[src/rtl/idct_pkg.sv]
// Shared types and default constants for the IDCT accumulate/round stage.
package idct_pkg;

  typedef enum logic {
    ACCUM = 1'b0,
    ROUND = 1'b1
  } state_t;

  localparam int IDCT_TAPS       = 8;
  localparam int IDCT_ROW_SHIFT  = 8;
  localparam int IDCT_COL_SHIFT  = 11;
  localparam int IDCT_ACC_WIDTH  = 40;
  localparam int IDCT_OUT_WIDTH  = 16;
  localparam int IDCT_BLOCK_SIZE = 64;
  localparam int IDCT_IDX_WIDTH  = $clog2(IDCT_BLOCK_SIZE);

endpackage

[src/rtl/idct_round_sat.sv]
// Combinational round-half-up, arithmetic right shift and narrowing of an accumulator.
// IDCT_ACC_SAT_EN selects clamping to the output range instead of wrap-around.
module idct_round_sat
  import idct_pkg::*;
#(
  parameter int ACC_WIDTH = IDCT_ACC_WIDTH,
  parameter int OUT_WIDTH = IDCT_OUT_WIDTH
) (
  input  logic signed [ACC_WIDTH-1:0] acc,
  input  logic        [5:0]           shift,
  output logic signed [OUT_WIDTH-1:0] res
);

  // One guard bit so adding the rounding bias can never overflow.
  localparam int SW = ACC_WIDTH + 1;

`ifdef IDCT_ACC_SAT_EN
  localparam logic signed [SW-1:0] MAX_V = {{(SW-OUT_WIDTH+1){1'b0}}, {(OUT_WIDTH-1){1'b1}}};
  localparam logic signed [SW-1:0] MIN_V = ~MAX_V;
`endif

  logic signed [SW-1:0] ext;
  logic signed [SW-1:0] bias;
  logic signed [SW-1:0] sum;
  logic signed [SW-1:0] shifted;

  always_comb begin
    ext  = {acc[ACC_WIDTH-1], acc};
    bias = '0;
    if (shift != 6'd0) begin
      bias = SW'(1) << (shift - 6'd1);
    end
    sum     = ext + bias;
    shifted = sum >>> shift;
`ifdef IDCT_ACC_SAT_EN
    if (shifted > MAX_V) begin
      res = MAX_V[OUT_WIDTH-1:0];
    end else if (shifted < MIN_V) begin
      res = MIN_V[OUT_WIDTH-1:0];
    end else begin
      res = shifted[OUT_WIDTH-1:0];
    end
`else
    res = shifted[OUT_WIDTH-1:0];
`endif
  end

endmodule

[src/rtl/idct_mac_accum.sv]
// Sums TAPS signed products per IDCT sample, rounds/shifts per pass and emits on valid/ready.
// Build option IDCT_ACC_SAT_EN clamps results instead of wrapping (see idct_round_sat).
module idct_mac_accum
  import idct_pkg::*;
#(
  parameter int TAPS      = IDCT_TAPS,
  parameter int ACC_WIDTH = IDCT_ACC_WIDTH,
  parameter int OUT_WIDTH = IDCT_OUT_WIDTH,
  parameter int ROW_SHIFT = IDCT_ROW_SHIFT,
  parameter int COL_SHIFT = IDCT_COL_SHIFT
) (
  input  logic                        clk,
  input  logic                        racc,
  input  logic                        flush,
  input  logic                        pass,
  input  logic        [31:0]          prod,
  input  logic                        prod_valid,
  output logic                        prod_ready,
  output logic signed [OUT_WIDTH-1:0] out_data,
  output logic                        out_valid,
  input  logic                        out_ready,
  output logic [IDCT_IDX_WIDTH-1:0]   out_idx,
  output logic                        block_done
);

  localparam int CW = (TAPS > 1) ? $clog2(TAPS) : 1;

  state_t                        state;
  logic   [CW-1:0]               tap_cnt;
  logic   signed [ACC_WIDTH-1:0] acc;
  logic                          pass_q;
  logic   signed [ACC_WIDTH-1:0] prod_ext;
  logic   signed [OUT_WIDTH-1:0] rounded;
  logic   [5:0]                  shift;
  logic                          take;
  logic                          drain;
  logic                          load;
  logic                          last_tap;

  always_comb begin
    prod_ext = {{(ACC_WIDTH-32){prod[31]}}, prod};
    take     = prod_valid && prod_ready && !flush;
    drain    = out_valid && out_ready;
    load     = (state == ROUND) && !flush && (!out_valid || out_ready);
    last_tap = (tap_cnt == CW'(TAPS - 1));
    shift    = pass_q ? 6'(COL_SHIFT) : 6'(ROW_SHIFT);
  end

  assign block_done = drain && (out_idx == IDCT_IDX_WIDTH'(IDCT_BLOCK_SIZE - 1));

  idct_round_sat #(
    .ACC_WIDTH(ACC_WIDTH),
    .OUT_WIDTH(OUT_WIDTH)
  ) u_round (
    .acc  (acc),
    .shift(shift),
    .res  (rounded)
  );

  // prod_ready is kept as a register mirroring the state so out_ready never reaches it.
  always_ff @(posedge clk or posedge racc) begin
    if (racc) begin
      state      <= ACCUM;
      prod_ready <= 1'b1;
      acc        <= '0;
      tap_cnt    <= '0;
      pass_q     <= 1'b0;
    end else if (flush) begin
      state      <= ACCUM;
      prod_ready <= 1'b1;
      acc        <= '0;
      tap_cnt    <= '0;
    end else begin
      case (state)
        ACCUM: begin
          if (take) begin
            if (tap_cnt == '0) begin
              acc    <= prod_ext;
              pass_q <= pass;
            end else begin
              acc <= acc + prod_ext;
            end
            if (last_tap) begin
              tap_cnt    <= '0;
              state      <= ROUND;
              prod_ready <= 1'b0;
            end else begin
              tap_cnt <= tap_cnt + CW'(1);
            end
          end
        end
        ROUND: begin
          if (load) begin
            state      <= ACCUM;
            prod_ready <= 1'b1;
          end
        end
        default: begin
          state      <= ACCUM;
          prod_ready <= 1'b1;
        end
      endcase
    end
  end

  // Output register: a fresh sample may load on the same edge the previous one drains.
  always_ff @(posedge clk or posedge racc) begin
    if (racc) begin
      out_data  <= '0;
      out_valid <= 1'b0;
      out_idx   <= '0;
    end else begin
      if (load) begin
        out_data  <= rounded;
        out_valid <= 1'b1;
      end else if (drain) begin
        out_valid <= 1'b0;
      end
      if (drain) begin
        out_idx <= out_idx + IDCT_IDX_WIDTH'(1);
      end
    end
  end

endmodule

[config.mk]
export PLATFORM = sky130hd
export DESIGN_NAME = idct_mac_accum
export DESIGN_NICKNAME = d
export VERILOG_FILES = /design/src/rtl/idct_pkg.sv /design/src/rtl/idct_round_sat.sv /design/src/rtl/idct_mac_accum.sv
export SDC_FILE = /design/constraint.sdc
export NUM_CORES = 1
export LEC_CHECK = 0
export CAP_MARGIN = 25
export CORE_MARGIN = 2
export CORE_UTILIZATION = 35
export CTS_CLUSTER_SIZE = 12
export DETAILED_ROUTE_END_ITERATION = 8
export SYNTH_ARGS = -nofsm -noshare
export SYNTH_HDL_FRONTEND = slang
export SYNTH_SLANG_ARGS = --single-unit
[constraint.sdc]
create_clock -name clk -period 2.9 [get_ports clk]
set_input_delay 0.435 -clock clk [delete_from_list [all_inputs] [get_ports clk]]
set_output_delay 0.435 -clock clk [all_outputs]
set_load 0.02 [all_outputs]
### After elaboration in Yosys (flattened, before gate mapping)

Index checks and enable logic that the tools add are counted.

| word-level totals | value |
|---|---|
| bits in registers | 69 |
| input port bits | 38 |
| logic and storage cells | 61 |
| output and inout port bits | 25 |

| operators by class | value |
|---|---|
| shifts and indexed selects | 2 |
| eq/ne operators | 6 |
| reduce and logical (&&, ||, !) cells | 16 |
| $add $sub $neg | 5 |
| bitwise logic cells | 2 |
| multiplexer cells | 22 |

Operators with widths:

| operator | count |
|---|---|
| $mux W40 | 4 |
| $add A40 B41 Y41 | 1 |
| $mux W41 | 1 |
| $shl A1 B6 Y41 const A | 1 |
| $sshr A41 B4 Y16 | 1 |
| $add A40 B32 Y40 | 1 |
| $mux W3 | 4 |
| $mux W1 | 10 |
| $add A6 B1 Y6 const B | 1 |
| $eq A6 B6 Y1 const B | 1 |
| $logic_and A1 B1 Y1 | 6 |
| $ne A3 B3 Y1 const B | 2 |
| $reduce_bool A6 Y1 | 1 |
| $sub A4 B1 Y5 const B | 1 |
| $pmux W1 S2 | 2 |
| $reduce_and A4 Y1 | 1 |
| $reduce_bool A2 Y1 | 2 |
| $add A3 B1 Y3 const B | 1 |
| $eq A3 B3 Y1 const B | 1 |
| $logic_not A3 Y1 | 1 |
| $ne A3 B2 Y1 const B | 1 |
| $reduce_and A3 Y1 | 1 |
| $logic_not A1 Y1 | 2 |
| $mux W2 | 1 |
| 4 further kinds | 5 |

### Longest topological paths before layout

Gate-level depths: netlist (run 1).

| logic depth | value |
|---|---|
| depth after elaboration | 6 |
| gate-level depth with buffers | 10 |
| gate-level depth less buffers | 10 |

### Hierarchy

From an unflattened synthesis (run 1), not the netlist that was laid out.

| unflattened totals | value |
|---|---|
| cells, all modules | 1488 |
| area total of the unflattened synthesis | 11179.5 um^2 |

By module, submodules not included:

| module | sequential area each (um^2) | area an instance (um^2) | cells each | instances |
|---|---|---|---|---|
| idct_round_sat | 0.0 | 6120.9 | 906 | 1 |
| idct_mac_accum | 1727.9 | 5058.6 | 582 | 1 |

### Worst setup path after synthesis (run 1)

No wires, ideal clock.

| path | value |
|---|---|
| path kind | input port to flip-flop |
| start | input port prod[0] |
| end | register acc[24] |
| stages | 10 |
| arrival | 2.318 ns |
| setup slack | 0.512 ns |
| required time | 2.831 ns |
| path buffers | 0 |
| setup time | 0.069 ns |
| cells stage by stage | ha_1 inv_1 fa_1 and2b_1 o2111ai_1 a21oi_1 o21ai_2 a211o_1 a311o_1 nand3_1 |

| on the way | value |
|---|---|
| cells in the longest elaborated chain, start to end | 5 |

Ends and longest elaborated chain:

| element | line | source |
|---|---|---|
| start, declared | idct_mac_accum.sv:16 | `input logic [31:0] prod,` |
| $add A40 B32 Y40 | idct_mac_accum.sv:81 | `acc <= acc + prod_ext;` |
| $mux W40 | idct_mac_accum.sv:77 | `if (tap_cnt == '0) begin` |
| $mux W40 | idct_mac_accum.sv:76 | `if (take) begin` |
| $mux W40 | idct_mac_accum.sv:74 | `case (state)` |
| $mux W40 | idct_mac_accum.sv:68 | `end else if (flush) begin` |
| end signal, assigned | idct_mac_accum.sv:78 | `acc <= prod_ext;` |
| end signal, assigned | idct_mac_accum.sv:81 |  |
| end, declared | idct_mac_accum.sv:30 | `logic signed [ACC_WIDTH-1:0] acc;` |

No other way between the ends. The select of a mux whose other input is x is not followed.
A chain may end at the register's enable or synchronous reset.

### Worst setup path in the final report (run 1)

Same ends and word-level chain as after synthesis.

==> results of run 1 <==
## layout make-up
type	instances	share of cell area, %
multi-input combinational	417	51.9
sequential	56	26.4
timing repair buffer	84	14.5
tap	147	3.46
clock buffer	5	2.35
inverter	13	0.917
clock inverter	3	0.494
## worst min path at each step
stage	from	end	slack, ns	depth (start not counted)
2_1_floorplan	acc[0]	acc[0]	0.45	2
3_3_place_gp	out_data[10]	out_data[10]	0.46	1
3_5_place_dp	out_data[3]	out_data[3]	0.47	1
4_1_cts	out_data[3]	out_data[3]	0.48	1
5_1_grt	out_data[10]	out_data[10]	0.50	1
6_report	out_data[7]	out_data[7]	0.48	2
## through the flow
| stage | cell area (um2) | hold WS, ns |
|---|---|---|
| final | 5320 | 0.477 |
| after floorplan | 4300 | 0.454 |
| after detailed placement | 5160 | 0.467 |
| after global routing | 5320 | 0.500 |
| after global placement | 5160 | 0.457 |
| after CTS | 5310 | 0.485 |
## critical path: stages
cell	delay, ns
clkdlybuf4s50_1	0.49
ha_1	0.18
inv_1	0.07
fa_1	0.37
and2b_1	0.23
o2111ai_1	0.15
a21oi_2	0.21
o21ai_2	0.10
a211o_1	0.33
a311o_1	0.36
nand3_1	0.07
## kinds of logic (layout without fill, tap and decap cells)
family / count (synthesis) / in the layout
mux: 8 / 8
flops: 56 / 56
simple gates: 168 / 168
compound gates: 171 / 171
buf+inv: 36 / 105
fa+ha+maj: 33 / 33
xor+xnor: 37 / 37
## layer usage
metal  vias to the layer above  track usage, %
met4                         0            6.27
met1                      1948            25.2
met5                         -               0
met3                        17            2.21
li1                       2021               -
met2                        96            31.2
## registers in the layout, indices dropped and copies added (netlist names)
signal      cells
tap_cnt         3
out_idx         6
prod_ready      1
out_valid       1
acc            27
out_data       16
state           1
pass_q          1
## power by group through the flow
stage,logic (W),registers [W],clock network [W]
floorplan,0.000553,0.000889,0
finish,0.000806,0.000891,0.000639
detailed placement,0.000793,0.000906,0
global route,0.000907,0.000901,0.000687
CTS,0.000799,0.000890,0.000655
global placement,0.000782,0.000903,0
## Yosys cell counts, types with 6 or more instances
cell type,count
a21o_1,15
dfrtp_1,55
nor2b_1,6
o21ai_1,6
a31oi_1,8
a22oi_1,16
xnor2_1,17
ha_1,32
nor3_1,6
nor2_1,37
o21ai_0,37
xor2_1,20
nand3_1,19
clkbuf_1,16
nand4_1,13
a21oi_1,36
a211oi_1,6
inv_1,13
a22o_1,6
nand2_1,58
==> flow_summary.ini, run 1 <==
[detailed_routing]
first_iter_violations = 233
wl_met3_um = 477
drc = 0
wirelength_mm = 11.7
top_layer = met4
routedWlPerCell_um = 16.2
met1Wirelength_mm = 5.41
dr.pass1.iters = 4
vias = 4082
routed-wl-met2_mm = 5.55
drt.antenna.violating_nets = 0
via_per_inst = 5.63

[yosys]
synthesis.nets = 580
async_reset_ff_share_pct = 100
ys_seq_area_share_pct = 32.6
synth-simple-area-share_pct = 18.5
synth_ff_type = dfrtp_1
synth_cell_types = 62
synth_xor_area_share_pct = 7.54
synth_top_family_by_area = compound AO/OA/AOI/OAI gates
synth-compound-area-share_pct = 26.2
synthMuxAreaShare_pct = 1.95
synth_area_leader_cell = dfrtp_1
synth_cells = 509
synthTopCellsByArea = dfrtp_1, ha_1, nand2_1
postSynthAreaPerCell_um2 = 8.44
yosys.area.top_type_share_pct = 32.0
synth_area_um2 = 4300
synth_edf_count = 0
synth_fa_ha_area_share_pct = 9.78
yosys_register_bits = 56
ys.warnings.count = 0

[sta]
period_needed_ns = 2.75
final-setup-viol-count = 0
rsz0062_at_grt = no
fmax_mhz = 364
finalCritPeriodShare_pct = 94.8
worstMarginPinSlew_ns = 0.595
slew_viol_final = 0
max-slew-margin-rel_pct = 60.2
skew_ns = 0.00969
setup_tns_ns = 0
finalHoldViolations = 0
worst_slack_ns = 0.151

[finish]
diodes = 0
multi_input_area_um2 = 2760
nFillCells = 1228
nets = 648
final_util_pct = 44.3
syn2layout_area_growth_pct = 23.8
final_cell_mix = nand2_1, clkdlybuf4s50_1, dfrtp_1
drive_above_1_share_pct = 9.17
instances_no_fill = 725
seq_area_um2 = 1400
final_common_cell = nand2_1

[floorplan]
dieArea_um2 = 13200
floorplan.core_area_um2 = 12000
start_util_pct = 35.8
die_h_um = 115
rows = 40
ios = 63
die_w_um = 115

[setup_path]
crit_end = acc[24]
required_ns = 3.14
timing.rr.end = acc[22]
cp.arrival_ns = 2.99
crit_fanout = 2
crit_path_start_kind = input pin
critPathKind = input pin to register
r2r_cells = 10
regToRegStartpoint = acc[0]
r2r_slack_ns = 0.41
end_kind = register
worstSetupStartpoint = prod[0]

[place]
placedCellCount = 717
place.gp.congestion = 0.899
place.port_buffers = 57
dpl.hpwl_mm = 9.32
pre_cts_slack_ns = -0.166

[clock_tree]
cts_tree = done
cts_inserted_buffers = 5
clk-insertion-delay-late_ns = 0.30
cts_sinks = 56
htreeDepth = 2
post-cts-setup-buffers = 0
cts-root-buf = clkbuf_16
cts_hold_buffers = 0
clk_path_buf_depth = 2
post_cts_resize_count = 0
clkTransAtPathRegs_ns = 0.08

[power_and_ir_drop]
switching_share_pct = 35.8
p_int_w = 0.00150
p_seq_share_pct = 38.1
p_leak_nw = 2.38
max-vdd-ir-drop_uv = 178
power.clock.fraction_pct = 27.3
p_sw_w = 0.000837
power.density_nw_per_um2 = 439
power_frac_comb_pct = 34.5
fin_total_pwr_w = 0.00234

[global_route]
grt_overflow_total = 0
track_usage_pct = 18.7
grt_max_degree = 29
antenna_found_initial = 0
grt_first_pass_wirelength_mm = 19.8
grt_pass1_vias = 4015

[run_status]
status = completed

[hold_path]
min_path_type = register to register

[run]
maxCapViolCount = 0
Power figures use the tool's default switching activity.
==> run 2, diff against run 1 <==
SKIP_LAST_GASP = 1   (was unset)
==> run 2 against run 1 <==
  * Final cell count stayed put
  * Global-route usage stayed put
  * Flip-flop and latch count stayed put
  * Die area stayed put
  * Non-clock buffer count stayed put
  * Critical endpoint is now acc[22]
  * Largest cell class unchanged
==> flow_summary.ini, run 2 (synthesized netlist as in run 1, its figures left out) <==
[sta]
whs_ns = 0.477
slew_viol_final = 0
setup_tns_ns = 0
rsz0062_at_grt = yes
final-setup-viol-count = 0
fmax_mhz = 363
finalCritPeriodShare_pct = 95.1
worstMarginPinSlew_ns = 0.589
skew_ns = 0.0104
period_needed_ns = 2.76
finalHoldViolations = 0
max-slew-margin-rel_pct = 60.5

[setup_path]
r2r_cells = 10
crit_fanout = 2
cp.arrival_ns = 2.96
r2r_slack_ns = 0.34
regToRegStartpoint = acc[0]
critPathKind = input pin to register
end_kind = register
crit_path_start_kind = input pin
timing.rr.end = acc[22]
required_ns = 3.10

[floorplan]
ios = 63
die_h_um = 115
dieArea_um2 = 13200
rows = 40
start_util_pct = 35.8
floorplan.core_area_um2 = 12000
die_w_um = 115

[global_route]
track_usage_pct = 18.7
grt_overflow_total = 0
antenna_found_initial = 0
grt_pass1_vias = 4015
grt_max_degree = 29
grt_first_pass_wirelength_mm = 19.8

[power_and_ir_drop]
fin_total_pwr_w = 0.00234
power.density_nw_per_um2 = 440
max-vdd-ir-drop_uv = 180
p_leak_nw = 2.38

[finish]
drive_above_1_share_pct = 9.00
diodes = 0
nFillCells = 1230
nets = 648
seq_area_um2 = 1400
top_register = acc
largest_reg_flops = 27
postLayoutCellArea_um2 = 5320
final_common_cell = nand2_1
final_util_pct = 44.3
multi_input_area_um2 = 2760
syn2layout_area_growth_pct = 23.7
final_cell_mix = nand2_1, clkdlybuf4s50_1, dfrtp_1
largestRegisters = acc x27, out_data x16, out_idx x6

[detailed_routing]
drc = 0
via_per_inst = 5.59
dr.pass1.iters = 5
routedWlPerCell_um = 16.2
drt.antenna.violating_nets = 0
vias = 4051
first_iter_violations = 250
wirelength_mm = 11.7

[clock_tree]
clk_path_buf_depth = 2
cts_tree = done
clkTransAtPathRegs_ns = 0.08
cts_inserted_buffers = 5
cts_sinks = 56
clk-insertion-delay-late_ns = 0.30
post-cts-setup-buffers = 0
cts-root-buf = clkbuf_16
htreeDepth = 2

[run_status]
status = completed

[hold_path]
hold_start = out_data[7]
holdPathEnd = out_data[7]
holdPathStages = 2
min_path_type = register to register

[run]
maxCapViolCount = 0

[place]
dpl.hpwl_mm = 9.32
place.gp.congestion = 0.899
post_dp_cell_area_um2 = 5160
place.port_buffers = 57
==> run 2: cell count changes in the layout (fill, tap and decap cells not counted) <==
cell,before,now
a211oi_1,5,6
a211oi_2,1,0
==> run 2: area by class of cell <==
class / count / area share [%]
clock inverters: 3 / 0.494
well taps: 147 / 3.46
inverters: 13 / 0.918
clock buffers: 5 / 2.35
flip-flops and latches: 56 / 26.4
multi-input cells: 417 / 51.8
repair buffers: 84 / 14.5
==> run 2: stage by stage <==
step,std cells,setup slack [ns]
2_1_floorplan,509,0.512
3_3_place_gp,717,-0.127
3_5_place_dp,717,-0.166
4_1_cts,725,0.130
5_1_grt,725,-0.0403
6_report,725,0.142
==> run 2: worst max-delay path, cell delays in order <==
cell,delay [ns]
clkdlybuf4s50_1,0.43
ha_1,0.23
inv_1,0.09
fa_1,0.18
and2b_1,0.20
o2111ai_1,0.26
nand2_1,0.14
a221o_1,0.36
a211oi_1,0.36
mux2i_1,0.22
nand2_1,0.06
==> run 2: worst max-delay path by stage <==
stage / from / to / cells past startpoint
detailed placement: prod[0] / acc[24] / 11
global placement: prod[0] / acc[24] / 11
CTS: prod[0] / acc[24] / 11
floorplan: prod[0] / acc[24] / 10
finish: prod[0] / acc[22] / 11
global route: prod[0] / acc[22] / 11
==> run 2: power breakdown <==
part           switching (W)  internal [W]
Clock               0.000316      0.000328
Sequential         0.0000627      0.000828
Combinational       0.000461      0.000341
Total               0.000840       0.00150
==> run 2: routing by layer <==
layer / GRT usage (%) / up-vias / share of wire [%]
met4: 6.27 / 0 / 2.7
li1: - / 2020 / -
met1: 25.2 / 1915 / 46
met2: 31.2 / 97 / 47
met5: 0 / - / 0
met3: 2.21 / 19 / 4.7
==> run 2: what timing repair did <==
action / in CTS / in global routing
setup endpoints to repair: 0 / 3
resized for setup: 0 / 1
hold buffers: 0 / 0
==> run 3, diff against run 2 <==
CORE_UTILIZATION = 45   (was 35)
GPL_TIMING_DRIVEN = 1   (was unset)
PLACE_DENSITY = 0.68   (was unset)
==> run 3 against run 2 <==
  * First-iteration DRC count shrank 14%
  * Wire length fell by 3.6%
  * Flip-flop and latch count is the same
  * Hold slack better by 0.010 ns
  * Register-to-register slack improved by 0.09 ns
  * Global-route usage rose by 3.9 points
  * Clock skew barely moved
  * Final cell count decreased by 2.1%
  * Setup slack gained 0.043 ns
  * Non-clock buffer count grew 3
  * Largest power group unchanged
==> flow_summary.ini, run 3 (synthesized netlist as in run 1, its figures left out) <==
[power_and_ir_drop]
p_leak_nw = 2.37
fin_total_pwr_w = 0.00216
power.density_nw_per_um2 = 412
max-vdd-ir-drop_uv = 205

[sta]
worstMarginPinSlew_ns = 0.725
final-setup-viol-count = 0
period_needed_ns = 2.71
finalCritPeriodShare_pct = 93.6
rsz0062_at_grt = no
skew_ns = 0.0104
slew_viol_final = 0
finalHoldViolations = 0
max-slew-margin-rel_pct = 51.7
fmax_mhz = 368

[place]
placedCellCount = 702
place.gp.congestion = 0.961
place.port_buffers = 57
post_dp_cell_area_um2 = 5160
dpl.hpwl_mm = 8.77

[setup_path]
crit_fanout = 2
worstPathBufferInverterCount = 2
r2r_slack_ns = 0.43
critPathKind = input pin to register
cp.arrival_ns = 2.99
cp_top_family = compound AO/OA/AOI/OAI gates
end_kind = register
crit_slowest_cell = clkdlybuf4s50_1
max_stage_delay_ns = 0.48
crit_path_start_kind = input pin
cp_cell_sequence = clkdlybuf4s50_1 > ha_1 > inv_1 > fa_1 > and2b_1 > o2111ai_1 > a21oi_1 > o21ai_2 > a211o_1 > a311o_1 > nand3_1
required_ns = 3.17

[clock_tree]
cts_sinks = 56
cts-root-buf = clkbuf_8
htreeDepth = 2
post-cts-setup-buffers = 0
clk_path_buf_depth = 2
clk-insertion-delay-late_ns = 0.32
cts_inserted_buffers = 5
clkTransAtPathRegs_ns = 0.12
post_cts_resize_count = 0
cts_hold_buffers = 0
cts_tree = done

[detailed_routing]
vias = 4112
met1Wirelength_mm = 5.24
first_iter_violations = 215
wl_met3_um = 638
dr.pass1.iters = 5
wirelength_mm = 11.3
via_per_inst = 5.79
drt.antenna.violating_nets = 0
drc = 0
routedWlPerCell_um = 15.9
top_layer = met4
routed-wl-met2_mm = 5.27

[global_route]
grt_max_degree = 57
grt_first_pass_wirelength_mm = 18.5
grt_overflow_total = 0
track_usage_pct = 22.5
grt_pass1_vias = 3876
antenna_found_initial = 0

[finish]
final_cell_mix = nand2_1, clkdlybuf4s50_1, dfrtp_1
top_register = acc
largestRegisters = acc x27, out_data x16, out_idx x6
nets = 651
seq_area_um2 = 1400
instances_no_fill = 710
nFillCells = 859
multi_input_area_um2 = 2750
final_common_cell = nand2_1
syn2layout_area_growth_pct = 22.2
diodes = 0
postLayoutCellArea_um2 = 5250
largest_reg_flops = 27
drive_above_1_share_pct = 9.29

[run_status]
status = completed

[floorplan]
start_util_pct = 46.5
die_h_um = 102
rows = 35
dieArea_um2 = 10300
ios = 63
die_w_um = 102
floorplan.core_area_um2 = 9240

[run]
maxCapViolCount = 0

[hold_path]
min_path_type = register to register
## run 3: stage by stage
stage	hold slack [ns]	TNS (ns)	util, %	worst slack, ns
floorplan	0.454	0	-	0.512
global placement	0.458	-0.192	55.9	-0.0964
detailed placement	0.466	-0.291	55.9	-0.135
CTS	0.492	0	56.8	0.204
global route	0.520	0	56.8	0.0854
finish	0.488	0	56.8	0.185
## run 3: metal layers
layer,vias up,global-route usage [%]
met5,-,0
met4,0,5.51
met3,12,2.48
met2,132,37.8
met1,1945,31.1
li1,2023,-
## run 3: worst paths after layout
kind	startpoint	end	cells past startpoint
setup / recovery	prod[0]	acc[24]	11
hold / removal	out_data[10]	out_data[10]	1
setup reg to reg	acc[0]	acc[24]	10
hold reg to reg	out_data[10]	out_data[10]	1
max in group asynchronous	racc	acc[14]	3
min in group asynchronous	racc	acc[18]	3
## run 3: power by group
group	internal, W	total [W]	switching [W]
Clock	0.000175	0.000468	0.000293
Combinational	0.000347	0.000799	0.000452
Sequential	0.000828	0.000896	0.0000674
Total	0.00135	0.00216	0.000813
## run 3: layout make-up
class                      count  share of cell area [%]
clock buffer                   5                    1.31
multi-input combinational    417                    52.4
tap                          129                    3.07
sequential                    56                    26.7
clock inverter                 3                   0.429
inverter                      13                   0.929
timing repair buffer          87                    15.2
## run 3: worst register-to-register path, cell delays in order (launching register included)
cell,delay [ns]
dfrtp_1,0.36
ha_1,0.16
inv_1,0.05
fa_1,0.37
and2b_1,0.23
o2111ai_1,0.13
a21oi_1,0.25
o21ai_2,0.11
a211o_1,0.34
a311o_1,0.36
nand3_1,0.06
